[config.mk]
export PLATFORM = sky130hd
export DESIGN_NAME = pipeline_hazard_controller
export DESIGN_NICKNAME = d
export VERILOG_FILES = /design/src/rtl/pipeline_hazard_controller.sv
export SDC_FILE = /design/constraint.sdc
export NUM_CORES = 1
export LEC_CHECK = 0
export ABC_CLOCK_PERIOD_IN_PS = 4300
export BUFFER_PORTS_ARGS = -buffer_cell sky130_fd_sc_hd__buf_4
export CORE_MARGIN = 1
export CORE_UTILIZATION = 47
export DETAILED_ROUTE_END_ITERATION = 8
export GPL_ROUTABILITY_DRIVEN = 0
export PLACE_DENSITY = 0.8
export SLEW_MARGIN = 10
export SYNTH_ARGS = -nofsm -noshare
export SYNTH_HDL_FRONTEND = slang
export SYNTH_SLANG_ARGS = --single-unit
[constraint.sdc]
create_clock -name clk -period 4.3 [get_ports clk]
set_input_delay 0.645 -clock clk [delete_from_list [all_inputs] [get_ports clk]]
set_output_delay 0.645 -clock clk [all_outputs]
set_load 0.01 [all_outputs]
[src/rtl/pipeline_hazard_controller.sv]
// Pipeline sequencer: RAW hazard detection, SRAM wait-state FSM, branch flush,
// and a saturating count of front-end stall cycles.
module pipeline_hazard_controller #(
    parameter int unsigned MEM_LATENCY = 5,
    parameter int unsigned CNT_W       = 3,
    parameter int unsigned PERF_W      = 16
) (
    input  logic              clk,
    input  logic              rst,
    input  logic              forward_en,
    input  logic [3:0]        id_src1,
    input  logic [3:0]        id_src2,
    input  logic              id_two_src,
    input  logic              id_ignore_hazard,
    input  logic [3:0]        exe_dest,
    input  logic              exe_wb_en,
    input  logic              exe_mem_read,
    input  logic [3:0]        mem_dest,
    input  logic              mem_wb_en,
    input  logic              exe_branch_taken,
    input  logic              mem_read_req,
    input  logic              mem_write_req,
    output logic              hazard,
    output logic              freeze_front,
    output logic              freeze_back,
    output logic              flush,
    output logic              sram_done,
    output logic [1:0]        mem_state,
    output logic [PERF_W-1:0] stall_count
);

    typedef enum logic [1:0] {
        IDLE = 2'd0,
        WAIT = 2'd1,
        DONE = 2'd2
    } mem_state_t;

    localparam logic [CNT_W-1:0]  WAIT_INIT = CNT_W'(MEM_LATENCY - 2);
    localparam logic [PERF_W-1:0] PERF_MAX  = '1;

    mem_state_t       state;
    mem_state_t       state_nxt;
    logic [CNT_W-1:0] wait_cnt;
    logic [CNT_W-1:0] wait_cnt_nxt;
    logic             req;
    logic             mem_stall;
    logic             raw;
    logic             exe_m1;
    logic             exe_m2;
    logic             mem_m1;
    logic             mem_m2;

    // RAW detection against EXE (and MEM when nothing forwards)
    always_comb begin
        exe_m1 = exe_wb_en && (exe_dest == id_src1);
        exe_m2 = exe_wb_en && (exe_dest == id_src2) && id_two_src;
        mem_m1 = mem_wb_en && (mem_dest == id_src1);
        mem_m2 = mem_wb_en && (mem_dest == id_src2) && id_two_src;
        if (id_ignore_hazard) begin
            raw = 1'b0;
        end else if (forward_en) begin
            raw = exe_mem_read && (exe_m1 || exe_m2);
        end else begin
            raw = exe_m1 || exe_m2 || mem_m1 || mem_m2;
        end
    end

    always_ff @(posedge clk or posedge rst) begin
        if (rst) begin
            state       <= IDLE;
            wait_cnt    <= '0;
            stall_count <= '0;
        end else begin
            state    <= state_nxt;
            wait_cnt <= wait_cnt_nxt;
            if (freeze_front && (stall_count != PERF_MAX)) begin
                stall_count <= stall_count + PERF_W'(1);
            end
        end
    end

    // DONE is the retiring cycle of the access, so req is not sampled there
    always_comb begin
        state_nxt    = state;
        wait_cnt_nxt = wait_cnt;
        req          = mem_read_req || mem_write_req;
        mem_stall    = 1'b0;
        sram_done    = 1'b0;
        case (state)
            IDLE: begin
                mem_stall = req;
                if (req) begin
                    state_nxt    = WAIT;
                    wait_cnt_nxt = WAIT_INIT;
                end
            end
            WAIT: begin
                mem_stall = 1'b1;
                if (wait_cnt == '0) begin
                    state_nxt = DONE;
                end else begin
                    wait_cnt_nxt = wait_cnt - CNT_W'(1);
                end
            end
            DONE: begin
                sram_done = 1'b1;
                state_nxt = IDLE;
            end
            default: begin
                state_nxt = IDLE;
            end
        endcase
    end

    // Priority: memory stall, then branch, then data hazard
    assign freeze_back  = mem_stall;
    assign flush        = exe_branch_taken && !mem_stall;
    assign freeze_front = mem_stall || (raw && !exe_branch_taken);
    assign hazard       = raw && !mem_stall && !exe_branch_taken;
    assign mem_state    = state;

endmodule
# --- Word-level counts from Yosys, hierarchy flattened ---
# Cells that the tools add are included.
word_totals:
  in_bits: 27
  output_inout_bits: 23
  elab_cells: 49
  ff_bits: 21
classes:
  addsub: 2
  n_eq_ne: 10
  muxes: 10
  reduce_logical: 24
op_table:
  columns: ["op", "count"]
  rows:
  - ["$add A16 B1 Y16 const B", 1]
  - ["$eq A4 B4 Y1", 4]
  - ["$ne A16 B16 Y1 const B", 1]
  - ["$logic_and A1 B1 Y1", 12]
  - ["$mux W3", 2]
  - ["$ne A2 B2 Y1 const B", 3]
  - ["$pmux W3 S2", 1]
  - ["$logic_or A1 B1 Y1", 5]
  - ["$mux W2", 2]
  - ["$pmux W2 S2", 1]
  - ["$logic_not A3 Y1", 1]
  - ["$mux W1", 3]
  - ["$reduce_and A3 Y1", 1]
  - ["$sub A3 B1 Y3 const B", 1]
  - ["$eq A2 B1 Y1 const B", 1]
  - ["$eq A2 B2 Y1 const B", 1]
  - ["$logic_not A1 Y1", 2]
  - ["$logic_not A2 Y1", 1]
  - ["$pmux W1 S2", 1]
  - ["$reduce_and A2 Y1", 1]
  - ["$reduce_bool A2 Y1", 1]

# --- Depth between registers and ports, before layout ---
logic_depth:
  word_depth: 11
  depth_mapped: 8
  depth_no_buf: 6

# --- Worst setup path before layout ---
# No wires, ideal clock.
synth_path:
  path_type: "input port to output port"
  startpoint: "in exe_dest[2]"
  endpoint: "out hazard"
  t_arrival_ps: 1414
  required_ps: 3655
  stages: 5
  slack_ps: 2241
  n_path_buf: 0
  path_cell_list: "xnor2_1 nand4_1 o22ai_1 o21ai_1 nor2_1"
synth_via:
  elab_chain_cells: 10
synth_rtl:
  columns: ["item", "line", "source"]
  rows:
  - ["start: declaration", "15", "input logic [3:0] exe_dest,"]
  - ["$eq A4 B4 Y1", "56", "exe_m2 = exe_wb_en && (exe_dest == id_src2) && id_two_src;"]
  - ["$logic_and A1 B1 Y1 (2 in a row)", "56", null]
  - ["$logic_or A1 B1 Y1 *", "62, 64", null]
  - ["$logic_or A1 B1 Y1 (2 in a row)", "64", "raw = exe_m1 || exe_m2 || mem_m1 || mem_m2;"]
  - ["$mux W1 *", "61", "end else if (forward_en) begin"]
  - ["$mux W1 *", "59", "if (id_ignore_hazard) begin"]
  - ["$logic_and A1 B1 Y1 * (2 in a row)", "119", "assign hazard = raw && !mem_stall && !exe_branch_taken;"]
  - ["end: declaration", "23", "output logic hazard,"]
# Every way passes the cells marked *; elsewhere a longest branch is shown, timed or not.

# --- Worst setup path after layout ---
layout_path:
  startpoint: "in exe_dest[2]"
  endpoint: "out freeze_front"
layout_via:
  elab_chain_cells: 10
layout_rtl:
  columns: ["item", "line", "source"]
  rows:
  - ["$eq A4 B4 Y1", "56", null]
  - ["$logic_and A1 B1 Y1 (2 in a row)", "56", null]
  - ["$logic_or A1 B1 Y1 *", "62, 64", null]
  - ["$logic_or A1 B1 Y1 (2 in a row)", "64", null]
  - ["$mux W1 *", "61", null]
  - ["$mux W1 *", "59", null]
  - ["$logic_and A1 B1 Y1 *", "118", "assign freeze_front = mem_stall || (raw && !exe_branch_taken);"]
  - ["$logic_or A1 B1 Y1 *", "118", null]
  - ["end: declaration", "24", "output logic freeze_front,"]
# Marked as above.

==> reports/summary.md <==
- dfrtp_1 — main flop type after synthesis
- 2 — deepest clock path buffer count
- 5060 um — global-route wire length before repair
- 0.839 nW — static leakage power
- DRC — violations in the final reports
- stall_count[1] — destination of the worst register-to-register timing path
- 50 — Top-Level Pins
- 21 x dfrtp_1, 18 x xnor2_1, 10 x xor2_1, 9 x nand2_1 — list of most frequent post-synthesis cells
- 5 — worst-path fanout max
- 36.8% — fraction of synthesized cell area taken by the top area cell type
- 0 — hold_buf cts
- 64.9% — Util after Layout
- 0 — number of max-cap violations
- 3260 um2 — die area
- 759 ps — worst slew pin tran
- 100% — async set or reset register ratio after synthesis
- 0 — Slew Limit Fails
- 0 ps — final setup TNS
- 2490 um — estimated wirelength of the detail-placed design
- 1730 ps — arrival time of the worst setup path
- 41 — distinct cell type count of the synthesized netlist
- 2830 um2 — Core Region
- 1 — H-tree lvl count
- 21 — number of synthesized register bits
- 49 — Buffers on Ports
- 57.1 um — Die Ht
- 0 — diodes inserted
- false — unrepaired setup endpoints after global routing
- o21ai_1 — Critical-path top delay cell
- mem_state[0] — reg-to-reg critical path startpoint
- 310 ps — clock latency on the worst-skew pair
- 0 — Hold Fails Final Rpt
- 3650 ps — required arrival time at the worst endpoint
- output pin — Critical Path End Type
- 36.8% — sequential fraction of the synthesis area
- 1430 um2 — Synth Cell Area
- 2.75 ps — worst clock skew on the final layout
- 140 um — routed length on met3
- buf_4, xnor2_1, o2111ai_1, o22ai_1, o21ai_1, nand2_1, buf_4 — sequence of cells on the critical path
- dfrtp_1 37%, xnor2_1 11%, xor2_1 6.1% — biggest area contributors in the synthesized netlist
- 310 ps — delay contributed by the slowest stage of the critical path
- 1620 um — met2 layer wire length in the routed design
- 0 — initial antenna violation count
- built — TritonCTS clock tree
- 1207 — overall via count from detail_route
- 2980 um — total wire length
- met4 — Top Layer Used
- 136 — Gate Count Post-Synth
- finished, violations left — outcome
- input pin — type of element launching the critical path
- 0 — Finish-stage setup viols
- 110 ps — Clock transition at path regs
- 1224 — number of global-route vias before repair
- 28.5% — Area growth syn-to-layout
- 19 — count of standard-cell rows
- 7 — number of cells on the critical path
- 244 — filler cell count
- 36.9% — layout cell share with drive strength beyond 1
- 0 — postcts setup bufs
- 41 — DR iter-0 viols
- clkbuf_4 — clock root buffer
- 0 — Ys Warns
- 5.54 — vias per inst
- 20.2% — overall routing resource usage
- 422 MHz — f_max
- 218 — number of nets in the finished design
- compound AO/OA/AOI/OAI gates — family with the most delay on the worst path
- 1180 um — WL met1
- 0.000226 V — Peak supply drop
- 21 — total number of clock tree sinks
- input pin to async pin — class of the most critical hold timing path
- 55.1% — share of the clock period used by the worst path after layout
- 50.5% — effective utilization at floorplan
- dfrtp_1 — cell type with the largest total area after synthesis
- 166 — Synthesized Nets
- 0 — PostCTS Resize Cnt
- 2370 ps — post-route minimum period
- input pin to output pin — critical path type
- 8 — drc violations
- 13.7 um — detailed-route wire length per cell
- 0 — number of routed nets with antenna violations
- 3 — clock buffer count from CTS
- 2170 ps — worst setup slack for register-to-register paths
- 0.000842 W — post-route total power
- 0 — GRT overflow
- 10.5 um2 — synthesized area per cell
- 2 — total buffers and inverters traversed by the critical path
- 22 — largest net degree at the start of global routing
- 6 — number of optimization iterations in the first detailed-route pass
- 0 — count of flip-flops with a built-in enable after synthesis
- 458 nW/um2 — PwrDens
- buf_4 — CP dominant cell by count
- dfrtp_1 — most used standard cell by instance count after synthesis
- 6 — worst reg-to-reg path cell count
- 49.4% — Slew HR
- 57.1 um — Horiz. Die Dim
==> report_power, final <==
| group | switching, W | internal (W) | total [W] |
|---|---|---|---|
| Combinational | 0.000219 | 0.000201 | 0.000421 |
| Sequential | 0.0000662 | 0.000257 | 0.000324 |
| Clock | 0.0000608 | 0.0000363 | 0.0000970 |
| Total | 0.000346 | 0.000495 | 0.000842 |
==> state kept, by name, indices dropped and copies added (netlist names) <==
signal,count
stall_count,16
wait_cnt,3
mem_state,2
==> cells by family after synthesis <==
| group | Yosys count | share of synthesized area, % |
|---|---|---|
| multiplexers | 4 | 3.06 |
| adder cells (fa/ha/maj) | 3 | 2.63 |
| buffers and inverters | 12 | 5.08 |
| AND/OR/NAND/NOR | 55 | 28.0 |
| XOR/XNOR | 28 | 17.2 |
| AO/OA/AOI/OAI | 13 | 7.27 |
| flip-flops | 21 | 36.8 |
==> layer usage <==
layer  vias up  track usage (%)
met1       575             22.4
met2        48             38.2
met3         3             2.27
li1        581                -
met4         0             9.41
met5         -                0
==> cell type report <==
cell class              count  area, um2  area share [%]
repair buffers             50        375            20.4
flip-flops and latches     21        526            28.6
well taps                  31       38.8            2.11
multi-input cells         103        831            45.3
inverters                   9       38.8            2.11
clock buffers               4       26.3            1.43
==> worst max path at each step <==
stage,from,endpoint,slack [ps]
after floorplan,exe_dest[2],hazard,2240
after global placement,mem_write_req,stall_count[1],1940
after detailed placement,mem_write_req,stall_count[1],1830
after CTS,exe_dest[2],freeze_front,1920
after global routing,exe_dest[3],hazard,1820
final,exe_dest[2],freeze_front,1930
==> stage by stage <==
step	hold slack [ps]	cells	instance area (um2)	setup WS, ps
after CTS	487	218	1840	1920
after floorplan	446	136	1430	2240
final	461	218	1840	1930
after global routing	516	218	1840	1820
after global placement	468	214	1810	1940
after detailed placement	468	214	1810	1830
==> cells in the final DEF, fill, tap and decap left out, types with 2 or more instances in the layout <==
cell	synthesis	final
nand2_1	9	9
ha_1	3	3
inv_1	8	8
xnor2_1	18	18
and3_1	2	2
dfrtp_1	21	21
nor4b_4	2	2
o21ai_0	2	2
nand3_1	8	8
nor4b_1	2	2
buf_4	0	50
nand4_1	6	6
mux2_2	2	2
nor4_4	3	3
a211oi_1	2	2
nor2_1	8	8
clkbuf_4	0	3
nor3_1	4	4
xor2_1	10	10
(Power assumes the default switching activity.)
